### config.mk
export PLATFORM = sky130hd
export DESIGN_NAME = stack_arbiter
export DESIGN_NICKNAME = d
export VERILOG_FILES = /design/src/rtl/stack_arbiter.sv
export SDC_FILE = /design/constraint.sdc
export NUM_CORES = 1
export LEC_CHECK = 0
export ABC_AREA = 1
export CORE_UTILIZATION = 45
export DETAILED_ROUTE_END_ITERATION = 8
export PLACE_DENSITY = 0.79
export SKIP_CTS_REPAIR_TIMING = 1
export SLEW_MARGIN = 20
export SYNTH_ARGS = -nofsm -noshare
export SYNTH_HDL_FRONTEND = slang
export SYNTH_SLANG_ARGS = --single-unit
### constraint.sdc
create_clock -name clk -period 3.35 [get_ports clk]
set_input_delay 0.335 -clock clk [delete_from_list [all_inputs] [get_ports clk]]
set_output_delay 0.335 -clock clk [all_outputs]
set_load 0.02 [all_outputs]
### src/rtl/stack_arbiter.sv
// Two-requester round-robin arbiter in front of an external stack: one op in flight, IDLE -> ISSUE -> RESP.
// Optional peek support is enabled by defining STACK_ARBITER_PEEK_EN.
module stack_arbiter #(
    parameter int WIDTH = 16,
    parameter int DEPTH = 16
) (
    input  logic                       clk,
    input  logic                       reset,
    input  logic                       req0_valid,
    input  logic [1:0]                 req0_op,
    input  logic [WIDTH-1:0]           req0_data,
    output logic                       req0_ready,
    input  logic                       req1_valid,
    input  logic [1:0]                 req1_op,
    input  logic [WIDTH-1:0]           req1_data,
    output logic                       req1_ready,
    output logic                       rsp_valid,
    output logic                       rsp_id,
    output logic [WIDTH-1:0]           rsp_data,
    output logic                       rsp_err,
    output logic                       stk_we,
    output logic [WIDTH-1:0]           stk_wd,
    output logic [1:0]                 stk_delta,
    input  logic [WIDTH-1:0]           stk_rd,
    output logic [$clog2(DEPTH+1)-1:0] depth,
    output logic                       full,
    output logic                       empty
);
    localparam int DW = $clog2(DEPTH+1);

    typedef enum logic [1:0] {S_IDLE, S_ISSUE, S_RESP} state_t;

    state_t           state_q;
    logic             ptr_q;
    logic             id_q;
    logic [1:0]       op_q;
    logic [WIDTH-1:0] data_q;
    logic [WIDTH-1:0] cap_q;
    logic             err_q;
    logic [DW-1:0]    depth_q;
    logic             ready0_q, ready1_q;
    logic             rsp_valid_q, rsp_id_q, rsp_err_q;
    logic [WIDTH-1:0] rsp_data_q;
    logic             stk_we_q;
    logic [WIDTH-1:0] stk_wd_q;
    logic [1:0]       stk_delta_q;

    logic grant_d;
    logic push_ok_d, pop_ok_d, peek_ok_d;

    always_comb begin
        grant_d = ptr_q;
        if (req0_valid && !req1_valid)
            grant_d = 1'b0;
        else if (req1_valid && !req0_valid)
            grant_d = 1'b1;
        push_ok_d = (op_q == 2'b01) && (depth_q != DW'(DEPTH));
        pop_ok_d  = (op_q == 2'b10) && (depth_q != '0);
`ifdef STACK_ARBITER_PEEK_EN
        peek_ok_d = (op_q == 2'b11) && (depth_q != '0);
`else
        peek_ok_d = 1'b0;
`endif
    end

    // Outputs are registered, so the ISSUE actions are visible the cycle after ISSUE is entered.
    always_ff @(posedge clk) begin
        if (reset) begin
            state_q     <= S_IDLE;
            ptr_q       <= 1'b0;
            id_q        <= 1'b0;
            op_q        <= 2'b00;
            data_q      <= '0;
            cap_q       <= '0;
            err_q       <= 1'b0;
            depth_q     <= '0;
            ready0_q    <= 1'b0;
            ready1_q    <= 1'b0;
            rsp_valid_q <= 1'b0;
            rsp_id_q    <= 1'b0;
            rsp_err_q   <= 1'b0;
            rsp_data_q  <= '0;
            stk_we_q    <= 1'b0;
            stk_wd_q    <= '0;
            stk_delta_q <= 2'b00;
        end else begin
            ready0_q    <= 1'b0;
            ready1_q    <= 1'b0;
            rsp_valid_q <= 1'b0;
            rsp_id_q    <= 1'b0;
            rsp_err_q   <= 1'b0;
            rsp_data_q  <= '0;
            stk_we_q    <= 1'b0;
            stk_wd_q    <= '0;
            stk_delta_q <= 2'b00;
            case (state_q)
                S_IDLE: begin
                    if (req0_valid || req1_valid) begin
                        id_q    <= grant_d;
                        op_q    <= grant_d ? req1_op : req0_op;
                        data_q  <= grant_d ? req1_data : req0_data;
                        ptr_q   <= ~grant_d;
                        state_q <= S_ISSUE;
                    end
                end
                S_ISSUE: begin
                    ready0_q <= ~id_q;
                    ready1_q <= id_q;
                    err_q    <= ~(push_ok_d | pop_ok_d | peek_ok_d);
                    cap_q    <= (pop_ok_d | peek_ok_d) ? stk_rd : '0;
                    if (push_ok_d) begin
                        stk_we_q    <= 1'b1;
                        stk_wd_q    <= data_q;
                        stk_delta_q <= 2'b01;
                        depth_q     <= depth_q + DW'(1);
                    end else if (pop_ok_d) begin
                        stk_delta_q <= 2'b11;
                        depth_q     <= depth_q - DW'(1);
                    end
                    state_q <= S_RESP;
                end
                S_RESP: begin
                    rsp_valid_q <= 1'b1;
                    rsp_id_q    <= id_q;
                    rsp_data_q  <= cap_q;
                    rsp_err_q   <= err_q;
                    state_q     <= S_IDLE;
                end
                default: state_q <= S_IDLE;
            endcase
        end
    end

    assign req0_ready = ready0_q;
    assign req1_ready = ready1_q;
    assign rsp_valid  = rsp_valid_q;
    assign rsp_id     = rsp_id_q;
    assign rsp_data   = rsp_data_q;
    assign rsp_err    = rsp_err_q;
    assign stk_we     = stk_we_q;
    assign stk_wd     = stk_wd_q;
    assign stk_delta  = stk_delta_q;
    assign depth      = depth_q;
    assign full       = (depth_q == DW'(DEPTH));
    assign empty      = (depth_q == '0);
endmodule

# Word-level counts from Yosys, hierarchy flattened
# Index checks and enable logic that the tools add are counted.
# word_totals
input_bits	56
latchBits	0
mem_bits_rw	0
n_memories	0
regBits	84
mem_bits_ro	0
output_inout_bits	47
wordCells	64
# op_classes
n_mul	0
n_eq_ne	7
n_bitwise	7
order_cmp	0
div_mod_pow	0
shift	0
mux	13
n_reduce_logical	17
n_addsub	2
# ops
operator	count
two-way mux 16 bit	2
two-way mux 5 bit	2
two-way mux 2 bit	3
NOT 1 bit	6
OR reduction 3 bit	2
adder 5 x 1 -> 5 bit, second input constant	1
== test 5 bit, second input constant	1
logical NOT 5 bit	1
two-way mux 1 bit	5
inequality test 5 bit, second input constant	1
nonzero test 5 bit	1
subtractor 5 x 1 -> 5 bit, second input constant	1
== test 2 x 1 -> 1 bit, second input constant	2
== test 2 bit, second input constant	2
logical AND 1 bit	4
one-hot mux 2 bit (2 select lines)	1
AND reduction 2 bit	2
OR reduction 2 bit	2
logical NOT 1 bit	2
logical NOT 2 bit	1
inequality test 2 bit, second input constant	1
nonzero test 2 bit	1
logical OR 1 bit	1
OR 1 bit	1

# Logic depth before layout (Yosys ltp)
# logic_depth
depth_word	5
mapped_depth	14
depth_no_buf	14

# Worst setup path before layout
# Ideal clock, no wire load.
# synth_timing
kind	register -> register
start	reg depth_q[0] (netlist: depth[0])
end	reg depth_q[4] (netlist: depth[4])
path_stages_with_launch	15
slack_ps	1350
t_required_ps	3237
setup_time_ps	113
n_path_buf	0
period_less_slack_ps	2000
arrival_time_ps	1887
path_cell_list	dfxtp_1 -> nor2_1 -> nand3_1 -> nand2_4 -> fa_1 -> inv_1 -> nor2_1 -> nor2_1 -> inv_1 -> nand2_1 -> nand2_1 -> nor2_1 -> nand2_1 -> nand2_1 -> nor2_1
# synth_via
elab_chain_cells	4
elab_cells_between_ends	10
cone_classes	2 x add/sub; 1 x eq/ne; 2 x mux; 5 x reduce/logical
# synth_rtl
element	line	text
start: declaration	40	logic [DW-1:0] depth_q;
start signal: assignment	115	depth_q <= depth_q + DW'(1);
start signal: assignment	118	depth_q <= depth_q - DW'(1);
parallel branches: the longest is 4 deep, another holds subtractor 5 x 1 -> 5 bit	n/a	
# Parallel ways; which one is timed is not known. The select of a mux whose other input is x is not followed.
# A chain may end at the register's enable or synchronous reset.

# Worst setup path in the final report
# layout_timing
start	reg depth_q[0] (netlist: depth[0])
end	out full
# layout_via
elab_chain_cells	1
# layout_rtl
element	line	text
== test 5 bit	144	assign full = (depth_q == DW'(DEPTH));
end: declaration	26	output logic full,
# No other way between the ends.

==> run metrics <==
Final Power=2.18 mW; Top Family by Delay on Critical Path=buffers and inverters; slowest CP cell=clkdlybuf4s50_1; Buf/Inv on CP=2; gr ovfl total=0; fraction of registers with async set/reset=0%; antenna fix cells=0; Yosys warning count=0; crit path DAT=1.76 ns; initial core utilization=47.7%; TritonRoute pass-1 iters=4; root buf cell=clkbuf_8; TritonCTS clock tree=done; first-pass GRT wire length=11300 um; sum of negative setup slack=0 ns; Yosys top cell by area=dfxtp_1; Avg Vias per Cell=4.81; CP Data Required Time=3.01 ns; Synth Instances=371; min-delay worst type=reg -> reg; Final period util=62.6%; commonest non-fill, non-tap cell in the layout=clkdlybuf4s50_1; Final nets=530; initial antenna violation count=0; CORE AREA=0.00649 mm2; max_cap viols=0; share of cells above drive strength 1=8.84%; worst-skew pair later-pin latency=0.34 ns; Die Height=85.0 um; Synth top area share=54.3%; # IOs=103; syn_nets=431; Setup CP Type=reg -> out; RSZ-0062 raised after global routing=no; Routed Antenna Nets=0; Worst-Margin Slew=0.931 ns; Post-synth EDFFs=0; Cell Area, Synth=0.00310 mm2; Final Setup Violations=0; DR DRC count=0; Die Width=85.0 um; CP max stage delay=0.60 ns; detailed-route wire length per cell=12.4 um; FF+latch count, synth=84; Final Hold Vio Count=0; P_leak=1.65 nW; Area Overhead vs Synth=40.7%; FMAX=0.477 GHz; Slew HR=37.9%; Iter 0 DRT Violations=87; Worst setup SP type=flip-flop; H-tree depth=3; status=complete, no violations; most frequent cells in the layout=clkdlybuf4s50_1, dfxtp_1, nand2_1; Worst Path Max Fanout=5; dpl hpwl=4750 um; Power Dens Cells=499 mW/mm2; Top FF cell, synth=dfxtp_1; CTS clock-pin slew for the worst setup and hold paths=0.08 ns; Avg Synthesized Cell Area=8.35 um2; DRT Wirelength=6850 um; Final Skew=0.00679 ns; vias in the first global route=2504; via count=2655; critical path cell sequence=nor2_1, nand3_1, inv_1, clkdlybuf4s50_1; Yosys cell types=29; RD Place Congestion=0.833; clock buffer depth=2; maximum VDD drop=0.000246 V; TritonCTS Sinks=84; Synth area leaders=dfxtp_1, nand2_1, inv_1; PortBufs=102; DIE AREA=0.00722 mm2; largest net degree at the start of global routing=35; total CTS buffers=9; Worst Setup End Kind=output port; fin crit period=2.10 ns; Rows=29; sequential fraction of the synthesis area=54.3%; Max Slew Vio Count=0; GRT Total Usage=19.8%
[synthesized netlist by cell type (all sizes together), types with 3 or more instances]
master  count
dfxtp      84
nand3       4
buf         8
inv        56
nor2       57
clkbuf      7
a31oi      18
o21ai      20
nand2      86
ha          3
a21oi      21
[metrics by stage]
stage          util, %  cell area (um2)  cells  hold WS (ns)  worst slack (ns)
3_5_place_dp      63.6             4130    536         0.397              1.20
6_report          67.2             4360    552         0.426              1.25
4_1_cts           67.2             4360    552         0.423              1.23
3_3_place_gp      63.6             4130    536         0.403              1.24
2_1_floorplan        -             3100    371         0.393              1.35
5_1_grt           67.2             4360    552         0.442              1.06
[power by group]
group / switching (mW) / internal [mW] / total, mW
Clock: 0.341 / 0.463 / 0.804
Combinational: 0.160 / 0.132 / 0.292
Sequential: 0.0297 / 1.05 / 1.08
Total: 0.531 / 1.65 / 2.18
[registers in the layout, summed over array words and instances (netlist names)]
| name | cells |
|---|---|
| rsp_err | 1 |
| op_q | 2 |
| rsp_valid | 1 |
| req0_ready | 1 |
| rsp_data | 16 |
| rsp_id | 1 |
| req1_ready | 1 |
| err_q | 1 |
| data_q | 16 |
| stk_wd | 16 |
| depth | 5 |
| ptr_q | 1 |
| id_q | 1 |
| stk_we | 1 |
| state_q | 2 |
| stk_delta | 2 |
| cap_q | 16 |
[worst reg2reg max path, delay by kind of cell (launching register included)]
family,cells,cell delay [ns]
and+or+nand+nor,11,1.01
DFF,1,0.44
adders and majority gates,1,0.42
buffers and inverters,2,0.13
[final timing paths]
| check | cells past startpoint | to | slack (ns) | start |
|---|---|---|---|---|
| max | 4 | full | 1.25 | depth[0] |
| min | 2 | rsp_data[15] | 0.43 | cap_q[15] |
| max reg2reg | 14 | depth[4] | 1.27 | depth[0] |
| min reg2reg | 2 | rsp_data[15] | 0.43 | cap_q[15] |
[per-layer routing]
layer	part of all wire [%]	GRT usage [%]	vias to the layer above
met5	0	0	-
met4	1.7	8.47	0
met3	7.3	4.96	12
met2	43	30.9	107
met1	48	26.2	1194
li1	-	-	1342
[logic make-up (layout without fill, tap and decap cells)]
family                     after synthesis  count (layout)  synth area share (%)
AOI/OAI and AO/OA                       62              62                  11.3
DFF                                     84              84                  54.3
buffers and inverters                   71             175                  9.77
xor gates and xnor gates                 2               2                 0.565
and+or+nand+nor                        148             148                  22.2
adders and majority gates                4               4                  1.86
[cell type report]
type	instances	area, um2
Clock buffer	13	159
Clock inverter	3	68.8
Fill cell	537	2130
Inverter	56	213
Multi-Input combinational cell	216	1110
Sequential cell	84	1680
Tap cell	77	96.3
Timing Repair Buffer	103	1030
Power figures use the tool's default switching activity.
